**src/rtl/sine_dac_sequencer.sv**
```systemverilog
// sine_dac_sequencer: drives an 8-bit offset-binary DAC from a phase
// accumulator and an external quarter-wave sine ROM.
//
// Each sample period (CLK_DIV clocks) the sequencer:
//   1. latches the tuning word and presents the mirrored ROM address
//   2. waits one cycle for the synchronous ROM read
//   3. rebuilds the full-wave code on dac_data and advances the phase
//   4. pulses dac_clk for one cycle
// When en is low at a sample tick, the output is parked at midscale with
// one final dac_clk pulse before returning to IDLE.
//
// Optional build macro AMP_SCALE_EN adds an 8-bit amplitude input that
// scales the ROM magnitude by amp/256.
module sine_dac_sequencer #(
    parameter int CLK_DIV = 8,
    parameter int PHASE_W = 16,
    parameter int LUT_AW  = 6
) (
    input  logic               clk,
    input  logic               rst,
    input  logic               en,
    input  logic [PHASE_W-1:0] freq_word,
`ifdef AMP_SCALE_EN
    input  logic [7:0]         amp,
`endif
    output logic [LUT_AW-1:0]  rom_addr,
    input  logic [6:0]         rom_data,
    output logic [7:0]         dac_data,
    output logic               dac_clk,
    output logic               busy,
    output logic [15:0]        sample_cnt
);

    localparam logic [15:0] DIV_LAST = 16'(CLK_DIV - 1);
    localparam logic [7:0]  MIDSCALE = 8'h80;

    typedef enum logic [2:0] {
        IDLE,
        RUN,
        FETCH,
        WAIT,
        UPDATE,
        STROBE,
        PARK,
        PARK2
    } state_t;

    state_t             state;
    state_t             state_next;

    logic [15:0]        divider;
    logic               tick;

    logic [PHASE_W-1:0] phase;
    logic [PHASE_W-1:0] fw_lat;
    logic [1:0]         quad;
    logic [LUT_AW-1:0]  idx;
    logic [6:0]         mag;
    logic [7:0]         code;

    // One-cycle control strobes decoded from the state and tick
    logic               start_run;
    logic               fetch_go;
    logic               park_go;

`ifdef AMP_SCALE_EN
    logic [7:0]         amp_lat;
`endif

    assign tick = (divider == 16'd0);
    assign busy = (state != IDLE);

    // Position inside the current quadrant; odd quadrants read the table
    // backwards so only a quarter wave has to be stored.
    assign idx = phase[PHASE_W-3 -: LUT_AW];

    // State register
    always_ff @(posedge clk) begin
        if (rst) begin
            state <= IDLE;
        end else begin
            state <= state_next;
        end
    end

    // Next-state and per-transition control strobes
    always_comb begin
        state_next = state;
        start_run  = 1'b0;
        fetch_go   = 1'b0;
        park_go    = 1'b0;
        case (state)
            IDLE: begin
                if (en) begin
                    state_next = RUN;
                    start_run  = 1'b1;
                end
            end
            RUN: begin
                // en only matters on the tick, so short glitches between
                // ticks never disturb a running waveform.
                if (tick) begin
                    if (en) begin
                        state_next = FETCH;
                        fetch_go   = 1'b1;
                    end else begin
                        state_next = PARK;
                        park_go    = 1'b1;
                    end
                end
            end
            FETCH:   state_next = WAIT;
            WAIT:    state_next = UPDATE;
            UPDATE:  state_next = STROBE;
            STROBE:  state_next = RUN;
            PARK:    state_next = PARK2;
            PARK2:   state_next = IDLE;
            default: state_next = IDLE;
        endcase
    end

    // Sample-period divider; held at zero in IDLE so RUN starts on a tick
    always_ff @(posedge clk) begin
        if (rst) begin
            divider <= 16'd0;
        end else if (state == IDLE) begin
            divider <= 16'd0;
        end else if (divider == DIV_LAST) begin
            divider <= 16'd0;
        end else begin
            divider <= divider + 16'd1;
        end
    end

    // Sample start: capture tuning word, quadrant and ROM address together
    // so a freq_word change mid-sample only lands at the next sample.
    always_ff @(posedge clk) begin
        if (rst) begin
            fw_lat   <= '0;
            quad     <= 2'd0;
            rom_addr <= '0;
        end else if (fetch_go) begin
            fw_lat   <= freq_word;
            quad     <= phase[PHASE_W-1 -: 2];
            rom_addr <= phase[PHASE_W-2] ? ~idx : idx;
        end
    end

`ifdef AMP_SCALE_EN
    // Amplitude is captured at the same point as the tuning word
    always_ff @(posedge clk) begin
        if (rst) begin
            amp_lat <= 8'd0;
        end else if (fetch_go) begin
            amp_lat <= amp;
        end
    end

    // 7x8 product keeps its top 7 bits: amp=0xFF tops out at 126
    always_comb begin
        mag = 7'(({8'd0, rom_data} * {7'd0, amp_lat}) >> 8);
    end
`else
    // Full-scale magnitude straight from the ROM
    always_comb begin
        mag = rom_data;
    end
`endif

    // Upper half of the wave sits above midscale, lower half mirrors below
    always_comb begin
        if (quad[1]) begin
            code = 8'h7F - {1'b0, mag};
        end else begin
            code = 8'h80 + {1'b0, mag};
        end
    end

    // Phase accumulator: advanced once the current sample's address has
    // been used, cleared when parking so a restart begins at zero phase.
    always_ff @(posedge clk) begin
        if (rst) begin
            phase <= '0;
        end else if (park_go) begin
            phase <= '0;
        end else if (state == WAIT) begin
            phase <= phase + fw_lat;
        end
    end

    // DAC data: new code is visible one full cycle before its strobe
    always_ff @(posedge clk) begin
        if (rst) begin
            dac_data <= MIDSCALE;
        end else if (state == WAIT) begin
            dac_data <= code;
        end else if (park_go || state == IDLE) begin
            dac_data <= MIDSCALE;
        end
    end

    // DAC strobe: single-cycle pulse after the data has settled
    always_ff @(posedge clk) begin
        if (rst) begin
            dac_clk <= 1'b0;
        end else begin
            dac_clk <= (state == UPDATE) || (state == PARK);
        end
    end

    // Count of waveform strobes since the run began; the park strobe is
    // deliberately excluded.
    always_ff @(posedge clk) begin
        if (rst) begin
            sample_cnt <= 16'd0;
        end else if (start_run) begin
            sample_cnt <= 16'd0;
        end else if (state == UPDATE) begin
            sample_cnt <= sample_cnt + 16'd1;
        end
    end

endmodule

```
**config.mk**
```make
export PLATFORM = sky130hd
export DESIGN_NAME = sine_dac_sequencer
export DESIGN_NICKNAME = d
export VERILOG_FILES = /design/src/rtl/sine_dac_sequencer.sv
export SDC_FILE = /design/constraint.sdc
export NUM_CORES = 1
export LEC_CHECK = 0
export ABC_CLOCK_PERIOD_IN_PS = 2640
export CORE_UTILIZATION = 45
export DETAILED_ROUTE_END_ITERATION = 12
export GPL_ROUTABILITY_DRIVEN = 0
export GPL_TIMING_DRIVEN = 0
export PLACE_DENSITY = 0.68
export SLEW_MARGIN = 40
export SYNTH_ARGS = -nofsm -noshare
export SYNTH_HDL_FRONTEND = slang
export SYNTH_SLANG_ARGS = --single-unit
```
**constraint.sdc**
```tcl
create_clock -name clk -period 2.64 [get_ports clk]
set_input_delay 0.396 -clock clk [delete_from_list [all_inputs] [get_ports clk]]
set_output_delay 0.396 -clock clk [all_outputs]
set_load 0.005 [all_outputs]
```
==> flow_summary.toml, run 1 <==
[routing]
wl_mm = 9.23
detail_route.wl_per_cell_microns = 13.7
dr.pass1.iters = 5
detail-route-antenna-nets = 0
vias_per_cell = 5.31
vias = 3580
drt_iter0_markers = 200
drc = 0

[power_and_ir_drop]
power.leakage_uw = 0.00191
max-vdd-ir-drop_v = 0.000338
finalPower_uw = 3000
powerDensity_nw_per_um2 = 595

[timing]
maxSlewViolCount = 0
rsz0062_at_grt = "false"
fin_crit_ns = 2.35
tightestPinTransition_ns = 0.619
setup_viol = 0
hold_slack_ns = 0.454
post-route-period-util = 0.889
max-slew-margin-rel = 0.585
fin_skew_ns = 0.00844
clock.fmax_ghz = 0.426
finalSetupTns_ns = 0
hold_viol = 0

[finish]
nets = 606
fin_area_sq_um = 5050
drive_gt1_frac = 0.0618
area_growth_pct = 23.6
num_antenna_cells = 0

[placed_design]
io_buffers = 56
dp_hpwl_mm = 6.83
place_area_sq_um = 4790

[floorplan]
row_count = 34
die_h_microns = 97.3
dieArea_sq_um = 9470
dieWidth_microns = 97.3
ios = 58
coreArea_sq_um = 8760
initial_core_util = 0.467

[synthesis]
yosysTopAreaCell = "dfxtp_1"
synth_edf_count = 0
yosysUniqueCellTypes = 50
ys_seq_area_frac = 0.406
async_flop_share = 0
syn-num-nets = 539
synth_top_area_share = 0.406
syn_inst = 494
yosys-top-cells-area = "dfxtp_1 (41%), xor2_1 (8.1%), nand2_1 (7.9%), a21oi_1 (6.6%), ha_1 (5.5%)"
syn-cell-area_sq_um = 4090
ys_ff_latch = 83
synth-main-ff-cell = "dfxtp_1"
syn_area_per_cell_sq_um = 8.28
yosysWarnings = 0

[clock_tree]
postCtsSetupBuffers = 0
cts_resized = 0
cts_buffers = 9
htree_num_levels = 3
holdBufCountCts = 0
root_buffer = "clkbuf_8"
clockBufferDepth = 2
cts_tree = "yes"
path_clk_slew_ns = 0.08
cts.sinks = 83
insertion_delay_ns = 0.36

[setup_path]
crit_chain = "ha_1 > fa_1 > a21oi_1 > o21ai_0 > a2111oi_0 > nor3_1 > xnor2_1 > o21ai_0"
crit_top_cell = "o21ai_0"
cp_num_buf_inv = 0
path_class = "flop to flop"
path_max_fanout = 3
cp.required_ns = 2.88
slowest_delay_ns = 0.46
start_kind = "flop"
crit_path_top_delay_cell = "a2111oi_0"
critPathTopFamily = "compound AO/OA/AOI/OAI gates"
cp-end-kind = "flop"
arrival_ns = 2.59

[flow_run]
maxCapViolations = 0

[global_route]
grt_max_degree = 15
grt_pass1_vias = 3426
grt_pass1_wl_mm = 15.8
grt.total_usage = 0.206
grt_overflow_total = 0
antenna_found_initial = 0

[outcome]
status = "finished, final reports clean"

[min_path]
hp-class = "flop to flop"
## cells by family (layout without fill, tap and decap cells)
kind of cell | Yosys count | count (layout) | synth area share
muxes | 6 | 6 | 0.0147
buffers and inverters | 36 | 108 | 0.0389
and+or+nand+nor | 202 | 202 | 0.227
AOI/OAI and AO/OA | 99 | 99 | 0.148
adders and majority gates | 19 | 19 | 0.0600
DFF | 83 | 83 | 0.406
xor gates and xnor gates | 49 | 49 | 0.105
## tightest hold or removal path, cell delays in order (launching register included)
cell	delay [ns]
dfxtp_1	0.31
nand2_1	0.05
a21oi_1	0.05
## report_power, final
| group | internal, uW | switching [uW] |
|---|---|---|
| combinational | 182 | 290 |
| sequential | 1300 | 36.6 |
| clock | 728 | 470 |
| total | 2210 | 797 |
## placed cells by master, fill, tap and decap left out, types with 3 or more instances in the layout
master	instances
o31ai_1	3
clkdlybuf4s50_1	56
nand3_1	18
mux2i_1	6
a31oi_1	3
bufinv_16	4
dfxtp_1	83
xnor2_1	11
ha_1	18
nand4_1	9
clkbuf_1	12
or3_1	3
and3_1	4
nor2_1	54
nand2b_1	4
xor2_1	38
o21ai_0	11
a21oi_1	54
a22oi_1	8
inv_1	13
nand2_1	86
clkbuf_8	9
nor3_1	11
and4_1	3
buf_2	7
## layout make-up
type	count	area (sq um)
Fill cell	818	3710
Sequential cell	83	1660
Timing Repair Buffer	56	561
Clock inverter	6	136
Clock buffer	10	128
Multi-Input combinational cell	375	2270
Tap cell	108	135
Buffer	22	106
Inverter	14	52.6
## layer usage
metal	track usage	wire length [microns]
met1	0.273	4480
met2	0.330	4250
met5	0	0
met3	0.0381	351
met4	0.0814	149
## Yosys cell counts, drive strengths merged, types with 3 or more instances
master,number
nand2,86
dfxtp,83
a21oi,54
nor2,54
xor2,38
ha,18
nand3,18
inv,14
o21ai,12
buf,11
clkbuf,11
nor3,11
xnor2,11
nand4,10
a22oi,8
mux2i,6
and3,4
nand2b,4
nor4,4
o31ai,4
a31oi,3
and4,3
or3,3
## metrics by stage
| step | instances | utilization | worst slack [ns] |
|---|---|---|---|
| after floorplan | 494 | - | 0.607 |
| after global placement | 658 | 0.546 | 0.325 |
| after detailed placement | 658 | 0.547 | 0.323 |
| after CTS | 674 | 0.577 | 0.304 |
| after global routing | 674 | 0.577 | 0.137 |
| final | 674 | 0.577 | 0.292 |
## registers in the layout (all words and copies together) (netlist names)
name / flops
dac_clk: 1
dac_data: 8
divider: 16
fw_lat: 16
phase: 16
quad: 1
rom_addr: 6
sample_cnt: 16
state: 3
## final timing paths
kind,from,end,slack [ns],cells after the start
max,phase[0],phase[8],0.29,8
min,rom_addr[1],rom_addr[1],0.45,2
max reg2reg,phase[0],phase[8],0.29,8
min reg2reg,rom_addr[1],rom_addr[1],0.45,2
No activity file was read; power rests on OpenSTA's default activity.
==> run 2, diff against run 1 <==
--- a/config.mk
+++ b/config.mk
@@ -5,12 +5,13 @@
 export SDC_FILE = /design/constraint.sdc
 export NUM_CORES = 1
 export LEC_CHECK = 0
-export ABC_CLOCK_PERIOD_IN_PS = 2640
-export CORE_UTILIZATION = 45
+export ABC_CLOCK_PERIOD_IN_PS = 2600
+export CORE_UTILIZATION = 61
 export DETAILED_ROUTE_END_ITERATION = 12
+export DONT_BUFFER_PORTS = 1
 export GPL_ROUTABILITY_DRIVEN = 0
 export GPL_TIMING_DRIVEN = 0
-export PLACE_DENSITY = 0.68
+export PLACE_DENSITY = 0.77
 export SLEW_MARGIN = 40
 export SYNTH_ARGS = -nofsm -noshare
 export SYNTH_HDL_FRONTEND = slang
==> constraint.sdc (replaced) <==
create_clock -name clk -period 2.6 [get_ports clk]
set_input_delay 0.39 -clock clk [delete_from_list [all_inputs] [get_ports clk]]
set_output_delay 0.39 -clock clk [all_outputs]
set_load 0.005 [all_outputs]
==> flow_summary.toml, run 2 (synthesis results as in run 1) <==
[clock_tree]
root_buffer = "clkbuf_8"
cts_buffers = 9
postCtsSetupBuffers = 0
path_clk_slew_ns = 0.08
cts.sinks = 83
cts_resized = 0
clockBufferDepth = 2
htree_num_levels = 3
holdBufCountCts = 0
insertion_delay_ns = 0.36
cts_tree = "yes"

[floorplan]
row_count = 29
ios = 58
dieWidth_microns = 83.9
die_h_microns = 83.9
initial_core_util = 0.637
dieArea_sq_um = 7030
coreArea_sq_um = 6420

[routing]
drc = 14
detail_route.wl_per_cell_microns = 14.8
drt_iter0_markers = 241
wl_mm = 8.68
dr.pass1.iters = 9
vias_per_cell = 5.80
detail-route-antenna-nets = 0
vias = 3397

[finish]
final_cell_mix = "nand2_1 (86), dfxtp_1 (83), nor2_1 (54), a21oi_1 (54), xor2_1 (38)"
area_growth_pct = 7.37
num_antenna_cells = 0
drive_gt1_frac = 0.0688
nets = 550
num-fill-cells = 556
final_common_cell = "nand2_1"
final_cells = 586

[timing]
hold_viol = 0
tightestPinTransition_ns = 0.678
fin_skew_ns = 0.0107
max-slew-margin-rel = 0.544
rsz0062_at_grt = "false"
clock.fmax_ghz = 0.440
finalSetupTns_ns = 0
hold_slack_ns = 0.163
fin_crit_ns = 2.27
post-route-period-util = 0.874
maxSlewViolCount = 0
setup_viol = 0

[setup_path]
arrival_ns = 2.52
rr_worst_depth = 8
r2r-start = "fw_lat[0]"
start_kind = "flop"
cp-end-kind = "flop"
path_max_fanout = 3
cp.required_ns = 2.85
path_class = "flop to flop"
r2r_slack_ns = 0.33
reg2reg_to = "phase[8]"

[global_route]
antenna_found_initial = 0
grtUsageMet3 = 0.0485
top_usage_layer = "met2"
grt_pass1_vias = 3164
met1_usage = 0.360
grt_max_degree = 15
grt_pass1_wl_mm = 14.8
grt_overflow_total = 0
use_met2 = 0.405
grt.total_usage = 0.260

[power_and_ir_drop]
max-vdd-ir-drop_v = 0.000319
power.leakage_uw = 0.00168
powerDensity_nw_per_um2 = 622

[min_path]
worstHoldEndpoint = "fw_lat[15]"
hold_depth = 2
hp-class = "input port to flop"
min-delay-start = "freq_word[15]"

[placed_design]
io_buffers = 0
dp.cells = 571
dp_hpwl_mm = 6.24

[outcome]
violations = "design-rule violations"
status = "finished, violations left"

[flow_run]
maxCapViolations = 0
-- run 2: cell count changes in the layout (fill, tap and decap cells not counted), sizes merged --
cell           change
clkinvlp           +1
clkinv             +1
clkdlybuf4s50     -56
bufinv             -3
-- run 2: per-layer routing --
metal | up-vias | wire (microns)
met5 | - | 0
met4 | 0 | 127
met3 | 10 | 522
met2 | 81 | 3890
met1 | 1584 | 4140
li1 | 1722 | -
-- run 2: cell type report --
cell class	count	area, sq um	share of cell area
plain buffers	22	106	0.0242
clock buffers	10	138	0.0313
clock inverters	5	62.6	0.0142
inverters	14	52.6	0.0120
multi-input cells	375	2270	0.518
flip-flops and latches	83	1660	0.378
well taps	77	96.3	0.0219
-- run 2: how the worst max path moves through the flow --
stage                     startpoint        to  slack [ns]  cells past startpoint
final                      fw_lat[0]  phase[8]        0.33                      8
after global routing        phase[0]  phase[8]        0.11                      8
after CTS                  fw_lat[0]  phase[8]        0.31                      8
after detailed placement   fw_lat[0]  phase[8]        0.33                      8
after global placement     fw_lat[0]  phase[8]        0.35                      8
after floorplan             phase[0]  phase[8]        0.57                      8
-- run 2: report_power, final --
group / switching (uW) / leakage, uW / internal [uW] / total [uW]
clock: 483 / 0.0000950 / 470 / 952
sequential: 39.5 / 0.000670 / 1320 / 1360
combinational: 287 / 0.000913 / 133 / 420
-- run 2: per-stage QoR --
stage               total power [uW]   util  setup WS (ns)  instance area (sq um)
finish                          2730  0.684          0.329                   4390
global route                    2850  0.684          0.111                   4390
CTS                             2740  0.684          0.308                   4390
detailed placement              1810  0.652          0.330                   4190
global placement                1780  0.652          0.349                   4190
floorplan                       1690      -          0.567                   4090
-- run 2: critical path: stages (launching register included) --
cell and delay [ns]:
dfxtp_1 0.33, ha_1 0.22, fa_1 0.41, a21oi_1 0.20, o21ai_0 0.16, a2111oi_0 0.46, nor3_1 0.13, xnor2_1 0.15
o21ai_0 0.08
